===== src/rtl/bdd_sram_pkg.sv =====
// Shared definitions for the SRAM arbiter slice.
// Holds the default SRAM geometry and the controller state encoding.
package bdd_sram_pkg;

  localparam int ADDR_WIDTH_DEF = 4;
  localparam int DATA_WIDTH_DEF = 32;

  // INIT clears the SRAM after reset; SERVE arbitrates requester traffic.
  typedef enum logic [0:0] {
    ST_INIT  = 1'b0,
    ST_SERVE = 1'b1
  } state_e;

endpackage : bdd_sram_pkg


===== src/rtl/rr_arbiter_2.sv =====
// Two-way round-robin grant logic.
// Ports:
//   i_valid0 / i_valid1 : requester has a request this cycle
//   i_prio              : requester that wins a tie (0 or 1)
//   o_grant             : one-hot grant, bit N for requester N, zero when idle
module rr_arbiter_2 (
  input  logic       i_valid0,
  input  logic       i_valid1,
  input  logic       i_prio,
  output logic [1:0] o_grant
);

  // Grant the only valid requester, or the favoured one on a tie.
  always_comb begin
    o_grant = 2'b00;
    if (i_valid0 && i_valid1) begin
      o_grant = i_prio ? 2'b10 : 2'b01;
    end else if (i_valid0) begin
      o_grant = 2'b01;
    end else if (i_valid1) begin
      o_grant = 2'b10;
    end else begin
      o_grant = 2'b00;
    end
  end

endmodule : rr_arbiter_2


===== src/rtl/sram_arbiter.sv =====
// Two-requester arbiter in front of a single-port SRAM with one-cycle read
// latency. After reset the whole SRAM is cleared to zero, then requests are
// arbitrated round-robin, one per cycle, with a zero-latency command path.
// Ports:
//   i_clk, i_rst_n                   : clock, asynchronous active-low reset
//   i_reqN_valid/write/addr/wdata    : request from requester N
//   o_reqN_ready                     : request N accepted when valid && ready
//   o_rspN_valid/data                : read data for requester N
//   o_sram_addr/write/data           : command to the SRAM
//   i_sram_data                      : SRAM read data (one cycle after address)
//   o_init_done                      : SRAM clear finished
module sram_arbiter
  import bdd_sram_pkg::*;
#(
  parameter int ADDR_WIDTH = ADDR_WIDTH_DEF,
  parameter int DATA_WIDTH = DATA_WIDTH_DEF
) (
  input  logic                  i_clk,
  input  logic                  i_rst_n,
  input  logic                  i_req0_valid,
  input  logic                  i_req1_valid,
  output logic                  o_req0_ready,
  output logic                  o_req1_ready,
  input  logic                  i_req0_write,
  input  logic                  i_req1_write,
  input  logic [ADDR_WIDTH-1:0] i_req0_addr,
  input  logic [ADDR_WIDTH-1:0] i_req1_addr,
  input  logic [DATA_WIDTH-1:0] i_req0_wdata,
  input  logic [DATA_WIDTH-1:0] i_req1_wdata,
  output logic                  o_rsp0_valid,
  output logic                  o_rsp1_valid,
  output logic [DATA_WIDTH-1:0] o_rsp0_data,
  output logic [DATA_WIDTH-1:0] o_rsp1_data,
  output logic [ADDR_WIDTH-1:0] o_sram_addr,
  output logic                  o_sram_write,
  output logic [DATA_WIDTH-1:0] o_sram_data,
  input  logic [DATA_WIDTH-1:0] i_sram_data,
  output logic                  o_init_done
);

  state_e                state_r;
  state_e                state_nxt_s;
  logic [ADDR_WIDTH-1:0] cnt_r;
  logic                  prio_r;       // requester that wins the next tie
  logic                  init_done_r;
  logic                  rsp0_vld_r;
  logic                  rsp1_vld_r;
  logic [1:0]            grant_s;
  logic                  acc0_s;
  logic                  acc1_s;

  rr_arbiter_2 u_rr (
    .i_valid0 (i_req0_valid),
    .i_valid1 (i_req1_valid),
    .i_prio   (prio_r),
    .o_grant  (grant_s)
  );

  // Next-state decode plus SRAM command mux and request handshakes.
  always_comb begin
    state_nxt_s  = state_r;
    acc0_s       = 1'b0;
    acc1_s       = 1'b0;
    o_sram_write = 1'b0;
    o_sram_addr  = '0;
    o_sram_data  = '0;
    case (state_r)
      ST_INIT: begin
        o_sram_write = 1'b1;
        o_sram_addr  = cnt_r;
        o_sram_data  = '0;
        if (cnt_r == {ADDR_WIDTH{1'b1}}) begin
          state_nxt_s = ST_SERVE;
        end else begin
          state_nxt_s = ST_INIT;
        end
      end
      ST_SERVE: begin
        acc0_s = grant_s[0];
        acc1_s = grant_s[1];
        if (grant_s[0]) begin
          o_sram_write = i_req0_write;
          o_sram_addr  = i_req0_addr;
          o_sram_data  = i_req0_wdata;
        end else if (grant_s[1]) begin
          o_sram_write = i_req1_write;
          o_sram_addr  = i_req1_addr;
          o_sram_data  = i_req1_wdata;
        end else begin
          o_sram_write = 1'b0;
          o_sram_addr  = '0;
          o_sram_data  = '0;
        end
      end
      default: begin
        state_nxt_s = ST_INIT;
      end
    endcase
  end

  assign o_req0_ready = acc0_s;
  assign o_req1_ready = acc1_s;

  // State, clear counter, round-robin priority and pending-response flags.
  always_ff @(posedge i_clk or negedge i_rst_n) begin
    if (!i_rst_n) begin
      state_r     <= ST_INIT;
      cnt_r       <= '0;
      prio_r      <= 1'b0;
      init_done_r <= 1'b0;
      rsp0_vld_r  <= 1'b0;
      rsp1_vld_r  <= 1'b0;
    end else begin
      state_r     <= state_nxt_s;
      init_done_r <= init_done_r | (state_nxt_s == ST_SERVE);
      rsp0_vld_r  <= acc0_s & ~i_req0_write;
      rsp1_vld_r  <= acc1_s & ~i_req1_write;
      if (state_r == ST_INIT) begin
        cnt_r <= cnt_r + ADDR_WIDTH'(1);
      end else begin
        cnt_r <= cnt_r;
      end
      // The tie-break favours whoever did not win the latest acceptance.
      if (acc0_s) begin
        prio_r <= 1'b1;
      end else if (acc1_s) begin
        prio_r <= 1'b0;
      end else begin
        prio_r <= prio_r;
      end
    end
  end

  assign o_init_done  = init_done_r;
  assign o_rsp0_valid = rsp0_vld_r;
  assign o_rsp1_valid = rsp1_vld_r;
  assign o_rsp0_data  = rsp0_vld_r ? i_sram_data : '0;
  assign o_rsp1_data  = rsp1_vld_r ? i_sram_data : '0;

endmodule : sram_arbiter


===== config.mk =====
export PLATFORM = sky130hd
export DESIGN_NAME = sram_arbiter
export DESIGN_NICKNAME = d
export VERILOG_FILES = /design/src/rtl/bdd_sram_pkg.sv /design/src/rtl/rr_arbiter_2.sv /design/src/rtl/sram_arbiter.sv
export SDC_FILE = /design/constraint.sdc
export NUM_CORES = 1
export LEC_CHECK = 0
export ABC_AREA = 1
export CAP_MARGIN = 20
export CORE_AREA = 2 2 83 85
export CTS_CLUSTER_SIZE = 10
export DETAILED_ROUTE_END_ITERATION = 7
export DIE_AREA = 0 0 85 87
export GPL_ROUTABILITY_DRIVEN = 0
export PLACE_DENSITY = 0.78
export SYNTH_ARGS = -nofsm -noshare
export SYNTH_HDL_FRONTEND = slang
export SYNTH_SLANG_ARGS = --single-unit

===== constraint.sdc =====
create_clock -name i_clk -period 3.6 [get_ports i_clk]
set_clock_uncertainty 0.05 [all_clocks]
set_input_delay 0.72 -clock i_clk [delete_from_list [all_inputs] [get_ports i_clk]]
set_output_delay 0.72 -clock i_clk [all_outputs]
set_load 0.03 [all_outputs]

# Yosys cells after proc, flatten, opt, wreduce, memory -nomap -nowiden
# Cells that the tools add are included.
[word_totals] reg_bits=9 in_bits=110 output_inout_bits=106 elab_cells=37
[classes] n_addsub=1 eq_ne=1 mux=21 bitwise_logic=6 n_reduce_logical=2
[ops] op="$mux W32" count=4
[ops] op="$pmux W32 S2" count=1
[ops] op="$mux W1" count=8
[ops] op="$mux W2" count=4
[ops] op="$mux W4" count=2
[ops] op="$pmux W4 S2" count=1
[ops] op="$add A4 B1 Y4 const B" count=1
[ops] op="$eq A4 B4 Y1 const B" count=1
[ops] op="$not A1 Y1" count=3
[ops] op="$and A1 B1 Y1" count=2
[ops] op="$pmux W1 S2" count=1
[ops] op="$reduce_bool A2 Y1" count=1
[ops] op="$logic_and A1 B1 Y1" count=1
[ops] op="$or A1 B1 Y1" count=1

# Depth between registers and ports, before layout
# Gate-level depths: netlist (run 1).
[depth] depth_word=6 depth_mapped=7 mapped_depth_nobuf=7

# Modules after synthesis
# Synthesis (run 1) repeated with hierarchy kept, for this count alone.
[unflattened] hier_cells=305 area_unflattened_um2=1460.2
[by_module_without_submodules] mod="sram_arbiter" instances=1 cells_each=300 area_each_um2=1438.9 seq_area_each_um2=225.2
[by_module_without_submodules] mod="rr_arbiter_2" instances=1 cells_each=5 area_each_um2=21.3 seq_area_each_um2=0.0

# Least setup slack after synthesis (run 1)
# Ideal clock, no wire load.
[synth_path] kind="input-to-output" from="in i_req1_valid" to="out o_sram_data[22]" arrival_time_ns=1.523 required_ns=2.830 slack_ns=1.307 stages=6 n_path_buf=1 cell_sequence="nand2_2 > nand2_1 > nor2_4 > buf_4 > nand2_1 > nand2_1"
[synth_via] elab_chain_cells=6 word_cells_on_any_way=7 classes_between="6 x mux; 1 x reduce/logical"
[synth_lines] item="start: declaration" line_no="sram_arbiter.sv:21" text="input logic i_req1_valid,"
[synth_lines] item="$mux W2" line_no="rr_arbiter_2.sv:20" text="end else if (i_valid1) begin"
[synth_lines] item="$mux W2" line_no="rr_arbiter_2.sv:18" text="end else if (i_valid0) begin"
[synth_lines] item="$mux W2 *" line_no="rr_arbiter_2.sv:16" text="if (i_valid0 && i_valid1) begin"
[synth_lines] item="$mux W32" line_no="sram_arbiter.sv:85" text="end else if (grant_s[1]) begin"
[synth_lines] item="$mux W32 *" line_no="sram_arbiter.sv:81" text="if (grant_s[0]) begin"
[synth_lines] item="$pmux W32 S2 *" line_no="sram_arbiter.sv:67" text="case (state_r)"
[synth_lines] item="end: declaration" line_no="sram_arbiter.sv:36" text="output logic [DATA_WIDTH-1:0] o_sram_data,"
# Every way passes the cells marked *; elsewhere a longest branch is shown, timed or not.

# Worst setup path in the final report (run 1)
[layout_path] from="in i_req0_valid" to="out o_sram_write"
[layout_via] elab_chain_cells=5 word_cells_on_any_way=6 classes_between="5 x mux; 1 x reduce/logical"
[layout_lines] item="start: declaration" line_no="sram_arbiter.sv:20" text="input logic i_req0_valid,"
[layout_lines] item="$mux W2 or $logic_and A1 B1 Y1 (tied branches)" line_no="rr_arbiter_2.sv:18, rr_arbiter_2.sv:16"
[layout_lines] item="$mux W2 *" line_no="rr_arbiter_2.sv:16"
[layout_lines] item="$mux W1" line_no="sram_arbiter.sv:85"
[layout_lines] item="$mux W1 *" line_no="sram_arbiter.sv:81"
[layout_lines] item="$pmux W1 S2 *" line_no="sram_arbiter.sv:67"
[layout_lines] item="end: declaration" line_no="sram_arbiter.sv:35" text="output logic o_sram_write,"
# Marked as above.

==> results.py, run 1 <==
metrics = {
    "logic_synthesis": {
        "ys_seq_area_frac": 0.159,
        "syn_area_per_cell_um2": 4.73,
        "synth_area_um2": 1410,
        "synth_cells": 299,
        "yosysTopAreaCellShare": 0.467,
        "synthTopCellsByCount": "nand2_1 (176), inv_1 (71), dfrtp_1 (9)",
        "synth_nets": 410,
        "synthDistinctLibCells": 19,
        "synth-edff-count": 0,
        "yosysMostFrequentCell": "nand2_1",
        "async_reset_ff_frac": 1.00,
        "yosys_register_bits": 9,
        "ys.flop_type": "dfrtp_1",
        "yosys.area.top_type": "nand2_1",
        "ys.warnings.count": 0,
        "synthTopCellsByArea": "nand2_1 (47%), inv_1 (19%), dfrtp_1 (16%)",
    },
    "critical_path": {
        "worstPathRequired_ns": 2.83,
        "path_class": "in2out",
        "worstSetupEndpointType": "primary output",
        "arrival_ns": 2.40,
        "critPathLaunchType": "primary input",
        "crit_fanout": 7,
    },
    "placed_design": {
        "port_buffers": 215,
        "dpl_cell_area_um2": 3590,
        "place.detailed.hpwl_mm": 5.57,
    },
    "global_routing": {
        "gr-usage-all-layers": 0.159,
        "grt_pass1_wl_mm": 9.89,
        "antenna_found_initial": 0,
        "gr-total-overflow": 0,
        "grt_max_degree": 34,
        "grt_pass1_vias": 2245,
    },
    "drt": {
        "wl_per_cell_um": 11.0,
        "vias_per_cell": 4.19,
        "drc": 0,
        "final_antenna_net_count": 0,
        "firstDrtPassIters": 4,
        "via_count": 2465,
        "drtIter0Drc": 43,
        "drt_wl_total_mm": 6.51,
    },
    "finish": {
        "design_area_um2": 3640,
        "synthToLayoutAreaGrowth_pct": 157,
        "nNetsFinal": 621,
        "drive_above_1_share": 0.0923,
        "antennaDiodeCount": 0,
        "nFillCells": 655,
        "post-route-util": 0.554,
        "ff_latch_area_um2": 225,
        "multiInputGateArea_um2": 846,
    },
    "floorplanning": {
        "boundaryPins": 216,
        "rows": 30,
        "die_area_um2": 7400,
        "core_area_um2": 6570,
        "die_x_um": 85,
        "initial_utilization": 0.215,
        "die-height_um": 87,
    },
    "clock_tree": {
        "post_cts_resized": 0,
        "numCtsBuffers": 3,
        "cts.clk_slew.worst_paths_ns": 0.04,
        "cts_num_sinks": 9,
        "cts_tree": "built",
        "cts_setup_buffers": 0,
        "cts-root-buf": "clkbuf_8",
        "cts_buffer_depth": 2,
        "clk_latency_ns": 0.23,
        "hold_buffers": 0,
        "htree_levels": 1,
    },
    "min_path": {
        "hold_class": "reg2reg",
    },
    "sta": {
        "rsz0062_at_grt": "false",
        "tightest_slew_ns": 0.423,
        "tns_ns": 0,
        "hold_viol_final": 0,
        "timing.final.crit_period_ns": 3.17,
        "fmax_ghz": 0.316,
        "fin_crit_sh": 0.879,
        "drv_slew": 0,
        "slew_headroom": 0.718,
        "setup_viol_count_final": 0,
    },
    "pwr": {
        "p_seq_frac": 0.138,
        "switching_share": 0.430,
        "p_switching_mw": 0.331,
        "power_frac_clock": 0.151,
        "powerDensity_nw_per_um2": 212,
        "p_int_mw": 0.439,
        "combPwrFrac": 0.711,
        "irDropWorstVdd_mv": 0.176,
        "leakagePower_nw": 2.11,
    },
    "outcome": {
        "outcome": "finished, final reports clean",
    },
    "run": {
        "maxCapViolCount": 0,
    },
}
final timing paths:
check | slack (ns) | cells past startpoint | end | startpoint
max | 0.43 | 7 | o_sram_write | i_req0_valid
min | 0.43 | 1 | o_init_done | o_init_done
max reg2reg | 2.14 | 4 | o_rsp0_valid | state_r
min reg2reg | 0.43 | 1 | o_init_done | o_init_done
max in group asynchronous | 2.50 | 1 | cnt_r[3] | i_rst_n
min in group asynchronous | 0.73 | 1 | prio_r | i_rst_n
state kept, by name (all words and copies together) (netlist names):
| register | count |
|---|---|
| cnt_r | 4 |
| o_init_done | 1 |
| o_rsp0_valid | 1 |
| o_rsp1_valid | 1 |
| prio_r | 1 |
| state_r | 1 |
routing by layer:
layer  GRT usage  vias to the layer above  wire length (um)
li1            -                     1262                 -
met5           0                        -                 0
met3      0.0483                       11               700
met1       0.177                     1049              2460
met4      0.0332                        0                92
met2       0.298                      143              3260
cells in the final DEF, fill, tap and decap left out:
cell type        instances
inv_1                   71
ha_1                     1
clkdlybuf4s50_1        182
dfrtp_1                  9
xnor2_1                  1
nand3_1                  8
buf_4                   33
nor2_4                   2
nand4_1                  7
or2_2                    1
nand2_2                  3
clkbuf_8                 3
clkbuf_1                 1
nand2_1                176
xor2_1                   1
buf_12                   4
nor2_1                   3
o21ai_0                  1
nand3b_1                 1
inv_2                    1
stage by stage:
stage               cells  setup WS, ns  hold slack [ns]  power (mW)
global placement      585         0.488            0.417       0.654
floorplan             299          1.31            0.374       0.368
global route          589         0.350            0.455       0.814
CTS                   589         0.450            0.432       0.776
finish                589         0.434            0.428       0.770
detailed placement    585         0.452            0.423       0.659
worst max-delay path, cell delays in order:
cell             delay, ns
clkdlybuf4s50_1       0.53
nand2_2               0.17
nand2_2               0.08
inv_1                 0.09
nand2_1               0.05
nand3_1               0.07
clkdlybuf4s50_1       0.68
power by group through the flow:
stage / clock network (mW) / logic, mW / registers [mW]
floorplan: 0 / 0.256 / 0.112
global placement: 0 / 0.546 / 0.108
detailed placement: 0 / 0.550 / 0.108
CTS: 0.117 / 0.552 / 0.107
global route: 0.122 / 0.584 / 0.107
finish: 0.116 / 0.547 / 0.107
layout make-up:
| cell class | instances | area share |
|---|---|---|
| Tap cell | 80 | 0.0275 |
| Inverter | 72 | 0.0743 |
| Multi-Input combinational cell | 205 | 0.233 |
| Sequential cell | 9 | 0.0619 |
| Timing Repair Buffer | 219 | 0.591 |
| Clock buffer | 4 | 0.0124 |
cell families after synthesis:
family	share of synthesized area
flip-flops	0.159
XOR/XNOR	0.0124
buffers and inverters	0.242
AND/OR/NAND/NOR	0.573
AO/OA/AOI/OAI	0.00354
adder cells (fa/ha/maj)	0.00885
Note: power is estimated with default switching activity, not from simulation.
==> inputs of run 2 (changes only) <==
--- a/config.mk
+++ b/config.mk
@@ -13,6 +13,7 @@
 export DIE_AREA = 0 0 85 87
 export GPL_ROUTABILITY_DRIVEN = 0
 export PLACE_DENSITY = 0.78
+export REMOVE_ABC_BUFFERS = 1
 export SYNTH_ARGS = -nofsm -noshare
 export SYNTH_HDL_FRONTEND = slang
 export SYNTH_SLANG_ARGS = --single-unit
==> results.py, run 2 (same netlist as run 1, synthesis figures left out) <==
metrics = {
    "drt": {
        "drc": 0,
        "final_antenna_net_count": 0,
        "drtIter0Drc": 58,
        "via_count": 2475,
        "wl_per_cell_um": 11.5,
        "vias_per_cell": 4.20,
        "drt_wl_total_mm": 6.80,
        "firstDrtPassIters": 4,
    },
    "finish": {
        "finalNonFillerCells": 589,
        "most-common-layout-cells": "clkdlybuf4s50_1 (183), nand2_1 (176), inv_1 (71)",
        "mostFrequentLayoutCell": "clkdlybuf4s50_1",
        "nNetsFinal": 621,
        "design_area_um2": 3600,
        "antennaDiodeCount": 0,
        "synthToLayoutAreaGrowth_pct": 155,
        "drive_above_1_share": 0.0904,
        "largest_register": "cnt_r",
        "largest_reg_flops": 4,
    },
    "clock_tree": {
        "cts_buffer_depth": 2,
        "clk_latency_ns": 0.22,
        "cts_tree": "built",
        "cts_setup_buffers": 0,
        "cts.clk_slew.worst_paths_ns": 0.04,
        "htree_levels": 1,
        "numCtsBuffers": 3,
        "cts-root-buf": "clkbuf_8",
        "cts_num_sinks": 9,
        "hold_buffers": 0,
        "post_cts_resized": 0,
    },
    "critical_path": {
        "critPathLaunchType": "primary input",
        "worstPathRequired_ns": 2.83,
        "reg2reg_depth": 5,
        "worstSetupEndpointType": "primary output",
        "arrival_ns": 2.40,
        "path_class": "in2out",
        "crit_fanout": 7,
    },
    "global_routing": {
        "gr-total-overflow": 0,
        "gr-usage-all-layers": 0.169,
        "grt_max_degree": 34,
        "grtUsageMet1": 0.192,
        "grt_pass1_vias": 2261,
        "antenna_found_initial": 0,
        "grt_use_met3": 0.0607,
        "grt.busiest_layer": "met2",
        "grt_util_met2": 0.308,
        "grt_pass1_wl_mm": 10.3,
    },
    "placed_design": {
        "place.detailed.hpwl_mm": 5.83,
        "dp_cells": 585,
        "dpl_cell_area_um2": 3560,
        "port_buffers": 215,
    },
    "pwr": {
        "p_seq_frac": 0.140,
        "combPwrFrac": 0.711,
        "p_switching_mw": 0.329,
        "switching_share": 0.433,
        "irDropWorstVdd_mv": 0.125,
        "p_int_mw": 0.431,
        "powerDensity_nw_per_um2": 211,
        "power_frac_clock": 0.149,
        "leakagePower_nw": 2.10,
    },
    "sta": {
        "drv_slew": 0,
        "fin_crit_sh": 0.880,
        "fmax_ghz": 0.316,
        "timing.final.crit_period_ns": 3.17,
        "hold_viol_final": 0,
        "slew_headroom": 0.739,
        "setup_viol_count_final": 0,
        "hold_ws_ns": 0.429,
        "tns_ns": 0,
        "rsz0062_at_grt": "false",
        "tightest_slew_ns": 0.392,
    },
    "floorplanning": {
        "core_area_um2": 6570,
        "die_area_um2": 7400,
        "boundaryPins": 216,
        "rows": 30,
        "die_x_um": 85,
        "initial_utilization": 0.215,
        "die-height_um": 87,
    },
    "min_path": {
        "hold_depth": 1,
        "hold_class": "reg2reg",
    },
    "run": {
        "maxCapViolCount": 0,
    },
    "outcome": {
        "outcome": "finished, final reports clean",
    },
}
## run 2: cell types whose count changed in the layout (fill, tap and decap cells not counted)
cell             previous run  this run
clkdlybuf4s50_1           182       183
buf_12                      4         1
buf_4                      33        35
## run 2: worst max-delay path, stage by stage
cell             delay [ns]
clkdlybuf4s50_1        0.53
nand2_2                0.18
nand2_2                0.08
inv_1                  0.08
nand2_1                0.05
nand3_1                0.07
clkdlybuf4s50_1        0.68
## run 2: power groups by stage
stage	combinational [mW]	sequential, mW	clock, mW
finish	0.540	0.107	0.113
global route	0.578	0.107	0.125
CTS	0.545	0.107	0.115
global placement	0.538	0.108	0
floorplan	0.240	0.119	0
detailed placement	0.543	0.108	0
## run 2: through the flow
stage | util | power [mW] | setup WS [ns]
6_report | 0.548 | 0.760 | 0.434
3_5_place_dp | 0.541 | 0.651 | 0.428
4_1_cts | 0.548 | 0.766 | 0.427
5_1_grt | 0.548 | 0.809 | 0.321
2_1_floorplan | - | 0.358 | 1.08
3_3_place_gp | 0.541 | 0.647 | 0.460
## run 2: layer usage
metal | vias to the layer above | share of wire
met5 | - | 0
met2 | 143 | 0.49
li1 | 1261 | -
met4 | 0 | 0.0087
met3 | 7 | 0.11
met1 | 1064 | 0.39
## run 2: worst paths after layout
check                                    end    startpoint  slack, ns
worst max-delay path            o_sram_write  i_req0_valid       0.43
worst min-delay path             o_init_done   o_init_done       0.43
worst max register to register  o_rsp0_valid       state_r       2.07
worst min register to register   o_init_done   o_init_done       0.43
max in group asynchronous           cnt_r[2]       i_rst_n       2.49
min in group asynchronous       o_rsp0_valid       i_rst_n       0.73
## run 2: layout make-up
class | count | area (um2)
Multi-Input combinational cell | 205 | 846
Inverter | 72 | 270
Sequential cell | 9 | 225
Fill cell | 660 | 2970
Clock buffer | 4 | 45.0
Timing Repair Buffer | 219 | 2110
Tap cell | 80 | 100
==> RTL change 1: new RTL, settings of run 2 <==
Make the reset (`i_rst_n`) synchronous in one clocked block. Comments in the files are not updated.
--- a/src/rtl/sram_arbiter.sv
+++ b/src/rtl/sram_arbiter.sv
@@ -102,7 +102,7 @@
   assign o_req1_ready = acc1_s;
 
   // State, clear counter, round-robin priority and pending-response flags.
-  always_ff @(posedge i_clk or negedge i_rst_n) begin
+  always_ff @(posedge i_clk) begin
     if (!i_rst_n) begin
       state_r     <= ST_INIT;
       cnt_r       <= '0;
Formal check against the unedited RTL: differs if i_rst_n is asserted again (counterexample within 4 cycles, from zero or initial values and one cycle with i_rst_n low); with i_rst_n held inactive, the same outputs for 10 cycles.
==> RTL change 1 against run 2 <==
Register-to-register slack improved by 0.06 ns. Wire length fell by 0.72%. Setup slack worse by 0.31 ns. Critical path depth fell by 1. Sequential cell count is the same. Synthesized area up 1.2%. Die area stayed put. Cell area is 3.9% higher.
Power is not compared: it rests on default switching activity, and its combinational part moved more than twofold at a synthesized area within 25%.
==> RTL change 1: results (changes against run 2) <==
- The HPWL reported at the end of detailed placement came to 5700 um (-2.3%).
- The reg-to-reg setup timing slack is 2.13 ns (+0.06 ns).
- The share of cells above drive strength 1 was 0.0466 (-0.0438).
- The detail-routed via count per cell was 4.16 (-1.0%).
- The number of distinct library cells after synthesis is 21 (+2).
- The length in cells of the worst reg-to-reg path is 4 (-1).
- The fraction of registers with async set/reset is 0 (-1.00).
- The met1 routing resource usage after global routing is 0.187 (-0.00414).
- The relative max-transition margin is 0.723 (-0.0151).
- For this run, the leading register cell type out of synthesis is sky130_fd_sc_hd__dfxtp_1.
- The wire length of the first global-routing pass was 10500 um (+2.4%).
- The flow ran to the end, and the final reports show no timing, DRC or antenna violations.
- The maximum fanout along the worst path is 31 (+24).
- Sorting the synthesized cells by area gives the leading types as sky130_fd_sc_hd__nand2_1 46%, sky130_fd_sc_hd__inv_1 18%, sky130_fd_sc_hd__dfxtp_1 13%.
- The global-route met3 utilization was 0.0720 (+0.0114).
- Ranked by instance count, the synthesized netlist is headed by 175 x sky130_fd_sc_hd__nand2_1, 67 x sky130_fd_sc_hd__inv_1, 10 x sky130_fd_sc_hd__nand3_1.
- For hold timing, the worst endpoint is o_init_done.
- The start point of the worst min-delay path is o_init_done.
- The hold path depth is 2 (+1).
- The endpoint of the worst register-to-register path is o_rsp1_valid.
- The sequential fraction of the synthesis area is 0.126 (-0.0334).
- The most critical setup path has its endpoint at o_sram_data[26].
- In this run the critical register-to-register path is launched from state_r.
- The final wirelength came to 6750 um (-0.72%).
- The number of global-route vias before repair is 2315 (+2.4%).
- The met2 usage came to 0.311 (+0.00284).
==> RTL change 1: power by group <==
group          total, uW  internal, uW  switching (uW)  leakage (uW)
Clock                115          77.0            37.9     0.0000228
Sequential           106           103            2.91     0.0000731
Combinational        155           115            40.6       0.00200
==> RTL change 1: critical path, stage by stage <==
cell and delay [ns]:
sky130_fd_sc_hd__clkdlybuf4s50_1 0.63, sky130_fd_sc_hd__nand2_2 0.14, sky130_fd_sc_hd__nor2_8 0.34, sky130_fd_sc_hd__nand2_1 0.11
sky130_fd_sc_hd__nand2_1 0.08, sky130_fd_sc_hd__clkdlybuf4s50_1 0.67
==> RTL change 1: kinds of logic after synthesis <==
logic type	synth area share
compound gates	0.0254
fa+ha+maj	0.00874
buf+inv	0.263
flops	0.126
simple gates	0.577
==> RTL change 1: through the flow <==
stage | setup slack, ns | area, sq um | instances | power, uW
floorplan | 1.21 | 1320 | 291 | 126
global placement | 0.144 | 3690 | 591 | 261
detailed placement | 0.0795 | 3690 | 591 | 262
CTS | 0.0917 | 3730 | 595 | 382
global route | 0.00974 | 3740 | 595 | 398
finish | 0.120 | 3740 | 595 | 376
==> RTL change 1: routing by layer <==
metal  part of all wire  up-vias
met3               0.12       10
met2               0.49      141
met4              0.018        0
met5                  0        -
li1                   -     1285
met1               0.38     1039
==> RTL change 1: what timing repair did <==
item,4_1_cts,5_1_grt
gates resized for setup,0,3
endpoints found under the hold margin,0,0
setup endpoints to repair,0,3
==> RTL change 1: area by class of cell <==
type                       instances  area (sq um)
fill                             611          2830
timing repair buffer             220          2280
multi-input combinational        212           875
inverter                          70           263
sequential                         9           180
tap                               80           100
clock buffer                       4          45.0
==> RTL change 2: new RTL, config.mk and constraints of run 2 <==
Made on the original files. The package constant `ADDR_WIDTH_DEF` goes from 4 to 5.
--- a/src/rtl/bdd_sram_pkg.sv
+++ b/src/rtl/bdd_sram_pkg.sv
@@ -2,7 +2,7 @@
 // Holds the default SRAM geometry and the controller state encoding.
 package bdd_sram_pkg;
 
-  localparam int ADDR_WIDTH_DEF = 4;
+  localparam int ADDR_WIDTH_DEF = 5;
   localparam int DATA_WIDTH_DEF = 32;
 
   // INIT clears the SRAM after reset; SERVE arbitrates requester traffic.
Ports: changed (resized i_req0_addr, i_req1_addr and o_sram_addr); port bits go from 216 to 219. The function was not compared with the original's and may differ.
==> RTL change 2 against run 2 <==
Setup slack got worse by 0.26 ns. Die area unchanged. Synthesized cell count increased by 2.0%. Worst hold slack got worse by 0.014 ns. Synthesized area increased by 2.8%. Sequential cell count increased by 1. Wire length increased by 6.0%. Power increased by 13%. Global-route usage increased by 1.0 points. Non-clock buffer count increased by 3. Cell area increased by 4.1%. Critical path type unchanged.
==> RTL change 2: results (changes against run 2) <==
- The run finished with clean final reports.
- The multi-input logic portion of the cell area is 0.228 (-0.00699).
- The cell-internal power is 483 uW (+12%).
- The standby leakage power is 0.00210 uW (about the same).
- The maximum vdd ir drop came to 176 uV (+40%).
- The number of vias in the routed layout was 2413 (-2.5%).
- The slew at the pin closest to its max-slew limit is 0.485 ns (+0.0930 ns).
- The count of fill cells added during filler insertion was 657 (-0.45%).
- The total power per unit cell area is 228 nW/um^2 (+8.0%).
- The post-layout net count is 632 (+1.8%).
- The flip-flop and latch share of the layout cell area came to 0.0667 (+0.00419).
- The global router's overall resource usage is 0.179 (+0.0105).
- In this run the worst setup path begins at i_req1_valid.
- The synthesized-area fraction occupied by ao, oa, aoi and oai cells was 0.00344 (-0.0000975).
- The placed instance area was 3710 sq um (+4.3%).
- The count of non-CTS buffers in the layout is 222 (+1.4%).
- The adder and majority gate portion of the synthesized area is 0.0172 (+0.00836).
- The mean routed wirelength per cell is 12.1 um (+4.7%).
- The post-route total power is 855 uW (+13%).
- The number of buffers added on ports came to 218 (+1.4%).
- The HPWL reported at the end of detailed placement came to 6130 um (+5.1%).
- The met2 usage is 0.336 (+0.0277).
- The flip-flop count of the largest register after layout came to 5 (+1).
- The commonest cells after synthesis are 183 x sky130_fd_sc_hd__nand2_1, 68 x sky130_fd_sc_hd__inv_1, 11 x sky130_fd_sc_hd__nand3_1.
- The multi-input logic cell count is 210 (+2.4%).
- The global-route met3 utilization was 0.0521 (-0.00853).
- The count of TritonRoute iterations in the first routing pass is 5 (+1).
- The sequential fraction of the synthesis area is 0.172 (+0.0128).
- The endpoint of the most critical setup path is o_sram_data[29].
- The maximum number of pins on one net before global-route repair is 39 (+15%).
- The final wirelength is 7200 um (+6.0%).
- The reg-to-reg setup timing slack is 2.02 ns (-0.05 ns).
- The setup slack after layout is 0.172 ns (-0.261 ns).
- The fraction of synthesized cell area in xor and xnor cells came to 0.0181 (+0.00568).
- The non-clock inverter count in the final layout is 71 (-1.4%).
- The final worst hold slack came to 0.416 ns (-0.0137 ns).
- The met1 routing resource usage after global routing is 0.204 (+0.0125).
- The arrival time reported for the critical path endpoint came to 2.66 ns (+0.26 ns).
- The number of distinct library cells after synthesis came to 18 (-1).
- The TritonCTS sink count is 10 (+1).
- The clock network area share is 0.0110 (-0.00150).
-- RTL change 2: changes by cell type after synthesis, sizes merged --
cell,run 2,this run
nand4,7,0
nor2,5,4
and3,0,1
ha,1,2
dfrtp,9,10
inv,72,71
or2,1,2
nand2,179,185
clkbuf,7,6
nand3,8,11
buf,6,8
xor2,1,2
-- RTL change 2: worst max-delay path, cell delays in order --
cell	delay [ns]
sky130_fd_sc_hd__clkdlybuf4s50_1	0.48
sky130_fd_sc_hd__nand2_1	0.11
sky130_fd_sc_hd__nand2_2	0.16
sky130_fd_sc_hd__nand2_2	0.09
sky130_fd_sc_hd__inv_2	0.09
sky130_fd_sc_hd__buf_12	0.17
sky130_fd_sc_hd__nand2_1	0.07
sky130_fd_sc_hd__nand2_1	0.09
sky130_fd_sc_hd__clkdlybuf4s50_1	0.68
-- RTL change 2: metal layers --
layer  vias to the layer above  wire length, um
met5                         -                0
met4                         0               83
met3                         8              660
met2                       110             3710
met1                      1024             2750
li1                       1271                -
